--- src/rtl/sat_pkg.sv ---
// ----------------------------------------------------------------------------
// sat_pkg
//   Shared definitions for the saturating arithmetic blocks.
//   - state_e  : frame FSM states used by sat_mac
//   - BOUND_W  : width used internally to hold saturation bounds
//   - sat_max / sat_min : signed bounds of a two's complement value of a
//                         given width, sign-extended to BOUND_W bits
//   - max_int  : elaboration-time helper for sizing datapaths
// ----------------------------------------------------------------------------
package sat_pkg;

  typedef enum logic [1:0] {
    IDLE = 2'd0,  // no beat of the current frame taken yet
    ACC  = 2'd1,  // at least one beat accumulated
    OUT  = 2'd2   // frame result held on the output
  } state_e;

  // Wide enough for any realistic operand/accumulator configuration.
  localparam int unsigned BOUND_W = 128;

  // Largest value representable in 'width' signed bits: 2^(width-1)-1.
  function automatic logic signed [BOUND_W-1:0] sat_max(input int unsigned width);
    logic signed [BOUND_W-1:0] one;
    one = 1;
    return (one <<< (width - 1)) - one;
  endfunction

  // Smallest value representable in 'width' signed bits: -2^(width-1).
  // Bitwise inverse of sat_max gives exactly that in two's complement.
  function automatic logic signed [BOUND_W-1:0] sat_min(input int unsigned width);
    return ~sat_max(width);
  endfunction

  function automatic int unsigned max_int(input int unsigned a, input int unsigned b);
    return (a > b) ? a : b;
  endfunction

endpackage

--- src/rtl/sat_clamp.sv ---
// ----------------------------------------------------------------------------
// sat_clamp
//   Combinational signed clamp from IN_W bits down to OUT_W bits.
//   Ports:
//     din_i     in   IN_W   signed value to clamp
//     dout_o    out  OUT_W  clamped value (0x7F..F / 0x80..0 on saturation)
//     sat_pos_o out  1      din_i exceeded the positive bound
//     sat_neg_o out  1      din_i was below the negative bound
// ----------------------------------------------------------------------------
module sat_clamp
  import sat_pkg::*;
#(
  parameter int unsigned IN_W  = 33,
  parameter int unsigned OUT_W = 16
) (
  input  logic signed [IN_W-1:0]  din_i,
  output logic signed [OUT_W-1:0] dout_o,
  output logic                    sat_pos_o,
  output logic                    sat_neg_o
);

  localparam logic signed [BOUND_W-1:0] MAX_V = sat_max(OUT_W);
  localparam logic signed [BOUND_W-1:0] MIN_V = sat_min(OUT_W);

  // Sign-extend to the bound width so the comparisons are exact for any
  // IN_W/OUT_W combination.
  logic signed [BOUND_W-1:0] din_ext;
  assign din_ext = {{(BOUND_W-IN_W){din_i[IN_W-1]}}, din_i};

  assign sat_pos_o = (din_ext > MAX_V);
  assign sat_neg_o = (din_ext < MIN_V);

  always_comb begin
    dout_o = din_ext[OUT_W-1:0];
    if (sat_pos_o) begin
      dout_o = MAX_V[OUT_W-1:0];
    end else if (sat_neg_o) begin
      dout_o = MIN_V[OUT_W-1:0];
    end
  end

endmodule

--- src/rtl/sat_mac.sv ---
// ----------------------------------------------------------------------------
// sat_mac
//   Saturating multiply-accumulate over a frame of signed (a,b) beats.
//   Each beat adds a*b to the accumulator and clamps the result to ACC_W bits;
//   the frame result is presented the cycle after the last beat transfers.
//   Ports:
//     clk        in   1      clock, rising edge
//     rst_n      in   1      asynchronous active-low reset
//     clr        in   1      synchronous abort back to IDLE
//     in_vld     in   1      input beat valid
//     in_rdy     out  1      input beat ready (low only while a result is held)
//     in_a/in_b  in   W      signed operands
//     in_last    in   1      final beat of frame
//     out_vld    out  1      frame result valid
//     out_rdy    in   1      downstream accepts result
//     out_acc    out  ACC_W  saturated frame accumulation
//     out_sat    out  1      some beat of the frame clamped
//     ovf_sticky out  1      only with SAT_MAC_STICKY_EN: any clamp since
//                            reset/clr, not cleared by frame accept
//   Build option: define SAT_MAC_STICKY_EN to add ovf_sticky.
// ----------------------------------------------------------------------------
module sat_mac
  import sat_pkg::*;
#(
  parameter int unsigned W     = 16,
  parameter int unsigned ACC_W = 16
) (
  input  logic                    clk,
  input  logic                    rst_n,
  input  logic                    clr,
  input  logic                    in_vld,
  output logic                    in_rdy,
  input  logic signed [W-1:0]     in_a,
  input  logic signed [W-1:0]     in_b,
  input  logic                    in_last,
  output logic                    out_vld,
  input  logic                    out_rdy,
  output logic signed [ACC_W-1:0] out_acc,
  output logic                    out_sat
`ifdef SAT_MAC_STICKY_EN
  ,
  output logic                    ovf_sticky
`endif
);

  localparam int unsigned PROD_W = 2 * W;
  // One extra bit over the wider operand so base+prod can never wrap.
  localparam int unsigned SUM_W  = max_int(ACC_W, PROD_W) + 1;

  state_e state_q, state_d;

  logic signed [ACC_W-1:0] acc_q, acc_d;
  logic                    frame_sat_q, frame_sat_d;
  logic                    out_vld_q, out_vld_d;
  logic signed [ACC_W-1:0] out_acc_q, out_acc_d;
  logic                    out_sat_q, out_sat_d;

  logic                    in_fire;
  logic                    out_fire;
  logic signed [PROD_W-1:0] prod;
  logic signed [ACC_W-1:0]  base;
  logic signed [SUM_W-1:0]  sum;
  logic signed [ACC_W-1:0]  clamped;
  logic                     sat_pos;
  logic                     sat_neg;
  logic                     beat_sat;

  assign in_fire  = in_vld & in_rdy;
  assign out_fire = out_vld_q & out_rdy;

  // --------------------------------------------------------------------------
  // Datapath: full-precision product, accumulate, clamp.
  // --------------------------------------------------------------------------
  assign prod = PROD_W'(in_a) * PROD_W'(in_b);
  // A new frame starts from zero regardless of what acc_q still holds.
  assign base = (state_q == IDLE) ? '0 : acc_q;
  assign sum  = SUM_W'(base) + SUM_W'(prod);

  sat_clamp #(
    .IN_W  (SUM_W),
    .OUT_W (ACC_W)
  ) u_clamp (
    .din_i     (sum),
    .dout_o    (clamped),
    .sat_pos_o (sat_pos),
    .sat_neg_o (sat_neg)
  );

  assign beat_sat = sat_pos | sat_neg;

  // --------------------------------------------------------------------------
  // FSM: state register
  // --------------------------------------------------------------------------
  always_ff @(posedge clk or negedge rst_n) begin
    if (!rst_n) begin
      state_q <= IDLE;
    end else begin
      state_q <= state_d;
    end
  end

  // FSM: next state
  always_comb begin
    state_d = state_q;
    unique case (state_q)
      IDLE, ACC: begin
        if (in_fire) begin
          state_d = in_last ? OUT : ACC;
        end
      end
      OUT: begin
        if (out_fire) begin
          state_d = IDLE;
        end
      end
      default: state_d = IDLE;
    endcase
    if (clr) begin
      state_d = IDLE;
    end
  end

  // FSM: outputs
  always_comb begin
    in_rdy = (state_q != OUT);
  end

  // --------------------------------------------------------------------------
  // Accumulator and result registers
  // --------------------------------------------------------------------------
  always_comb begin
    acc_d       = acc_q;
    frame_sat_d = frame_sat_q;
    out_vld_d   = out_vld_q;
    out_acc_d   = out_acc_q;
    out_sat_d   = out_sat_q;
    if (clr) begin
      // out_acc/out_sat are left alone; they are meaningless while out_vld=0.
      acc_d       = '0;
      frame_sat_d = 1'b0;
      out_vld_d   = 1'b0;
    end else begin
      // in_fire and out_fire are exclusive: in_rdy is low while a result is held.
      if (in_fire) begin
        acc_d       = clamped;
        frame_sat_d = ((state_q == IDLE) ? 1'b0 : frame_sat_q) | beat_sat;
        if (in_last) begin
          out_vld_d = 1'b1;
          out_acc_d = clamped;
          out_sat_d = frame_sat_d;
        end
      end
      if (out_fire) begin
        out_vld_d   = 1'b0;
        frame_sat_d = 1'b0;
      end
    end
  end

  always_ff @(posedge clk or negedge rst_n) begin
    if (!rst_n) begin
      acc_q       <= '0;
      frame_sat_q <= 1'b0;
      out_vld_q   <= 1'b0;
      out_acc_q   <= '0;
      out_sat_q   <= 1'b0;
    end else begin
      acc_q       <= acc_d;
      frame_sat_q <= frame_sat_d;
      out_vld_q   <= out_vld_d;
      out_acc_q   <= out_acc_d;
      out_sat_q   <= out_sat_d;
    end
  end

  assign out_vld = out_vld_q;
  assign out_acc = out_acc_q;
  assign out_sat = out_sat_q;

`ifdef SAT_MAC_STICKY_EN
  // --------------------------------------------------------------------------
  // Sticky overflow: survives frame accept, cleared only by reset or clr.
  // --------------------------------------------------------------------------
  logic sticky_q, sticky_d;

  always_comb begin
    sticky_d = sticky_q | (in_fire & beat_sat);
    if (clr) begin
      sticky_d = 1'b0;
    end
  end

  always_ff @(posedge clk or negedge rst_n) begin
    if (!rst_n) begin
      sticky_q <= 1'b0;
    end else begin
      sticky_q <= sticky_d;
    end
  end

  assign ovf_sticky = sticky_q;
`endif

endmodule

--- config.mk ---
export PLATFORM = sky130hd
export DESIGN_NAME = sat_mac
export DESIGN_NICKNAME = d
export VERILOG_FILES = /design/src/rtl/sat_pkg.sv /design/src/rtl/sat_clamp.sv /design/src/rtl/sat_mac.sv
export SDC_FILE = /design/constraint.sdc
export NUM_CORES = 1
export LEC_CHECK = 0
export BUFFER_PORTS_ARGS = -buffer_cell sky130_fd_sc_hd__buf_2
export CAP_MARGIN = 0
export CORE_ASPECT_RATIO = 0.9
export CORE_MARGIN = 10
export CORE_UTILIZATION = 65
export CTS_BUF_LIST = sky130_fd_sc_hd__clkbuf_4 sky130_fd_sc_hd__clkbuf_8
export DETAILED_ROUTE_END_ITERATION = 7
export PLACE_DENSITY = 0.84
export SYNTH_ARGS = -nofsm -noshare
export SYNTH_HDL_FRONTEND = slang
export SYNTH_SLANG_ARGS = --single-unit
--- constraint.sdc ---
create_clock -name clk -period 15.5 [get_ports clk]
set_input_delay 0.775 -clock clk [delete_from_list [all_inputs] [get_ports clk]]
set_output_delay 0.775 -clock clk [all_outputs]
set_load 0.01 [all_outputs]
# After elaboration in Yosys (flattened, before gate mapping)
# Index checks and enable logic that the tools add are counted.
[totals]
reg_bits = 37
latchBits = 0
ram_bits = 0
romBits = 0
in_bits = 38
mem_count = 0
[classes]
add_sub_neg = 1
n_mul = 1
div_mod_pow = 0
order_cmp = 2
eq_ne = 5
shift = 0
muxes = 18
n_bitwise = 5
reduce_logical = 8
[op_table]
columns = ["op", "count"]
rows = [
  ["16-bit two-way mux", 5],
  ["16-bit by 32-bit adder with 33-bit output", 1],
  ["33-bit by 16-bit > comparator with 1-bit output, second input constant", 1],
  ["33-bit by 16-bit < comparator with 1-bit output, second input constant", 1],
  ["16-bit by 16-bit multiplier with 32-bit output", 1],
  ["1-bit two-way mux", 8],
  ["2-bit two-way mux", 4],
  ["3-bit inequality test, second input constant", 2],
  ["3-bit nonzero test", 2],
  ["2-bit one-hot mux with 2 select lines", 1],
  ["2-bit AND reduction", 2],
  ["3-bit AND reduction", 1],
  ["1-bit AND", 2],
  ["2-bit by 1-bit == test with 1-bit output, second input constant", 1],
  ["2-bit == test, second input constant", 1],
  ["2-bit logical NOT", 1],
  ["2-bit inequality test, second input constant", 1],
  ["1-bit OR", 2],
  ["2-bit nonzero test", 1],
  ["2-bit OR reduction", 1],
  ["1-bit NOT", 1],
]

# Longest topological paths before layout
[logic_depth]
depth_word = 9
mapped_depth = 27
depth_no_buf = 24

# Hierarchy
# Synthesis repeated with hierarchy kept, for this count alone.
[unflattened]
cells_unflattened = 1351
area_unflattened_um2 = 12380.6
[modules_own_cells]
columns = ["module", "instances", "cells_per_inst", "area_each_um2", "seq_area_each_um2"]
rows = [
  ["sat_mac", 1, 1318, 12141.6, 925.9],
  ["sat_clamp", 1, 33, 239.0, 0.0],
]

# Worst setup path after synthesis
# OpenSTA, ideal clock, no wires.
[synth_path]
kind = "input -> register"
startpoint = "input in_b[1]"
endpoint = "register acc_q[13]"
arrival_time_ps = 7296
required_time_ps = 15413
slack_ps = 8117
cell_stages = 24
path_buffers = 3
cell_sequence = "clkbuf_1 > nand2_1 > inv_1 > fa_1 > inv_1 > fa_1 > inv_1 > fa_1 > fa_1 > fa_1 > fa_1 > ha_1 > buf_6 > a21o_1 > a2111oi_4 > o21bai_1 > a211oi_2 > a21oi_1 > nor4_2 > nand4_1 > o41ai_4 > buf_6 > nand2_2 > a211oi_2"
[synth_between]
elab_chain_len = 7
[synth_rtl]
columns = ["item", "line", "text"]
rows = [
  ["start, declared", "sat_mac.sv:34", "input logic signed [W-1:0] in_b,"],
  ["16-bit by 16-bit multiplier with 32-bit output (*)", "sat_mac.sv:74", "assign prod = PROD_W'(in_a) * PROD_W'(in_b);"],
  ["16-bit by 32-bit adder with 33-bit output (*)", "sat_mac.sv:77", "assign sum = SUM_W'(base) + SUM_W'(prod);"],
  ["33-bit by 16-bit < comparator with 1-bit output", "sat_clamp.sv:31", "assign sat_neg_o = (din_ext < MIN_V);"],
  ["16-bit two-way mux", "sat_clamp.sv:37", "end else if (sat_neg_o) begin"],
  ["16-bit two-way mux (*)", "sat_clamp.sv:35", "if (sat_pos_o) begin"],
  ["16-bit two-way mux (*)", "sat_mac.sv:144", "if (in_fire) begin"],
  ["16-bit two-way mux (*)", "sat_mac.sv:137", "if (clr) begin"],
  ["end signal, assigned", "sat_mac.sv:162", "acc_q <= '0;"],
  ["end signal, assigned", "sat_mac.sv:168", "acc_q <= acc_d;"],
  ["end, declared", "sat_mac.sv:52", "logic signed [ACC_W-1:0] acc_q, acc_d;"],
]
# Every way passes the cells marked *; elsewhere a longest branch is shown, timed or not. The select of a mux whose other input is x is not followed.
# A chain may end at the register's enable or synchronous reset.

# Worst setup path after layout
[layout_path]
startpoint = "input in_a[15]"
endpoint = "register acc_q[11]"
[layout_between]
elab_chain_len = 7
[layout_rtl]
columns = ["item", "line", "text"]
rows = [
  ["start, declared", "sat_mac.sv:33", "input logic signed [W-1:0] in_a,"],
  ["16-bit by 16-bit multiplier with 32-bit output (*)", "sat_mac.sv:74", ""],
  ["16-bit by 32-bit adder with 33-bit output (*)", "sat_mac.sv:77", ""],
  ["33-bit by 16-bit < comparator with 1-bit output", "sat_clamp.sv:31", ""],
  ["16-bit two-way mux", "sat_clamp.sv:37", ""],
  ["16-bit two-way mux (*)", "sat_clamp.sv:35", ""],
  ["16-bit two-way mux (*)", "sat_mac.sv:144", ""],
  ["16-bit two-way mux (*)", "sat_mac.sv:137", ""],
]
# Marks and branches as above.

==> impl_metrics.toml <==
[clocking]
clk_path_buf_depth = 2
clk_pin_slew_worst_paths_ps = 70
cts_tree = "built"
cts.repair.resized = 0
htreeDepth = 2
cts_root_buf = "clkbuf_8"
clkLatencyLatePin_ps = 290
cts_setup_buffers = 0
cts_made_buffers = 5
hold_buffers = 0
cts.sinks = 37

[setup_path]
worstSetupStartpointType = "input pin"
crit_arrival_ps = 8300
r2r_cells = 21
crit_type = "input pin to flip-flop"
crit_fanout = 17
cp-end-kind = "flip-flop"
cp.required_ps = 15700

[sta]
fmax_mhz = 123
tightest_slew_ps = 1000
rsz0062_at_grt = "no"
fin_crit_sh_pct = 52.3
setup_violations = 0
tns_ps = 0
hold_ws_ps = 483
maxSlewViolCount = 0
slew_headroom_pct = 32.9
fin_crit_ps = 8100
hold_viol_final = 0
finClkSkew_ps = 7.80

[cells_and_area]
fin_nets = 1752
drive_above_1_share_pct = 7.29
area_growth_pct = 3.56
insertedDiodeCount = 0

[floorplanning]
io_pins = 57
die_x_um = 166
die_h_um = 151
core_sq_mm = 0.0186
dieArea_sq_mm = 0.0250
start_util_pct = 66.8
std_cell_rows = 47

[logic_synthesis]
synth_top_area_share_pct = 46.1
ys_types = 71
ys_seq_area_share_pct = 7.46
synth_edf_count = 0
synth_seq_cells = 37
synth_top_area_cell = "fa_1"
synthTopCellsByArea = "fa_1 (46%), ha_1 (8.6%), inv_1 (8.3%), dfrtp_1 (7.5%), and2_1 (6.6%)"
synth_ff_type = "dfrtp_1"
synth_nets = 1740
async_reset_ff_share_pct = 100
post_synth.cell_area_avg_sq_um = 9.32
netlist_area_sq_mm = 0.0124
synth_warnings = 0
syn_inst = 1331

[route]
first_iter_violations = 652
postRouteAntennaNets = 0
drc_errors = 0
dr.pass1.iters = 5
vias_per_cell = 5.71
wl_per_cell_um = 17.8
num_vias = 9068
routed_wl_um = 28400

[job]
drv_cap = 0

[placed_design]
gp_congestion = 0.898
place_hpwl_um = 24500
io_buffers = 56

[global_route]
track_usage_pct = 23.6
grt_max_degree = 38
antenna_found_initial = 0
grt_pass1_vias = 9843
grt_pass1_wl_um = 49400
grt_overflow = 0

[worst_hold_path]
hold_class = "flip-flop to flip-flop"
whs_path_depth = 2

[status]
outcome = "completed"
Yosys cell counts (all sizes together) (3+ instances only):
cell type,n
a211oi,18
a21boi,4
a21o,10
a21oi,42
a31oi,5
and2,132
and3,6
buf,8
clkbuf,42
dfrtp,37
fa,286
ha,85
inv,275
nand2,163
nand2b,9
nand3,7
nand3b,5
nand4,5
nor2,55
nor2b,16
nor3,3
nor4,4
o211ai,8
o21a,4
o21ai,35
o21bai,3
xnor2,19
xor2,9
flip-flops by register name (all words and copies together) (netlist names):
signal,flops
out_vld,1
state_q,2
frame_sat_q,1
out_acc,16
acc_q,16
out_sat,1
routing by layer:
layer  global-route usage [%]  vias up  wire length [um]
met5                        0        -                 0
met4                     3.19        0               201
met3                     4.97       22              2220
met2                     38.1      350             13300
met1                     33.3     4622             12600
li1                         -     4074                 -
worst max-delay path, stage by stage:
cell,delay (ps)
buf_2,210
nand2_1,140
inv_1,100
fa_1,680
inv_1,160
fa_1,490
inv_1,330
fa_1,520
fa_1,570
fa_1,450
fa_1,450
ha_1,390
a21o_1,230
a2111oi_4,340
o21bai_1,110
a211oi_2,290
a21oi_1,140
nor4_2,280
nand4_1,180
o41ai_4,920
nand2_1,250
a211oi_1,300
area by class of cell:
class                   count  area [sq um]
clock buffers               6          76.3
clock inverters             2          10.0
fillers                  1435          5730
inverters                 275          1030
multi-input cells         968         10200
flip-flops and latches     37           926
well taps                 245           307
repair buffers             56           280
cells by family after synthesis:
family	count (synthesis)	synth area share (%)
simple gates	414	16.8
buf+inv	326	10.2
mux	1	0.0908
xor+xnor	28	1.98
compound gates	154	8.73
fa+ha+maj	371	54.7
flops	37	7.46
worst paths after layout:
path / startpoint / end / slack (ps)
setup / recovery: in_a[15] / acc_q[11]$_DFFE_PN0P_ / 7400
setup reg to reg: state_q[1]$_DFFE_PN0P_ / acc_q[11]$_DFFE_PN0P_ / 7450
max in group asynchronous: rst_n / out_acc[11]$_DFFE_PN0P_ / 14430
hold reg to reg: out_acc[1]$_DFFE_PN0P_ / out_acc[1]$_DFFE_PN0P_ / 480
hold / removal: out_acc[1]$_DFFE_PN0P_ / out_acc[1]$_DFFE_PN0P_ / 480
min in group asynchronous: rst_n / out_acc[1]$_DFFE_PN0P_ / 560
layout by cell type (no fill, tap or decap), types with 9 or more instances in the layout:
cell / instances
dfrtp_1: 37
ha_1: 85
nor2b_1: 16
o21ai_1: 15
nand2_1: 160
o21ai_0: 20
a21oi_1: 42
inv_1: 275
xor2_1: 9
nand2b_1: 9
nor2_1: 54
a211oi_1: 12
fa_1: 286
xnor2_1: 19
and2_1: 130
buf_2: 56
metrics by stage:
stage	instance area [sq um]	util, %	cells	worst slack (ps)
finish	12800	69.1	1589	7400
global route	12800	69.1	1589	6880
detailed placement	12800	68.7	1581	7110
floorplan	12400	-	1331	8120
global placement	12800	68.7	1581	7240
CTS	12800	69.1	1589	7410
Power is left out: the tool's default activity adds up to more than one toggle a clock period on the data nets, which glitch-free logic cannot reach.
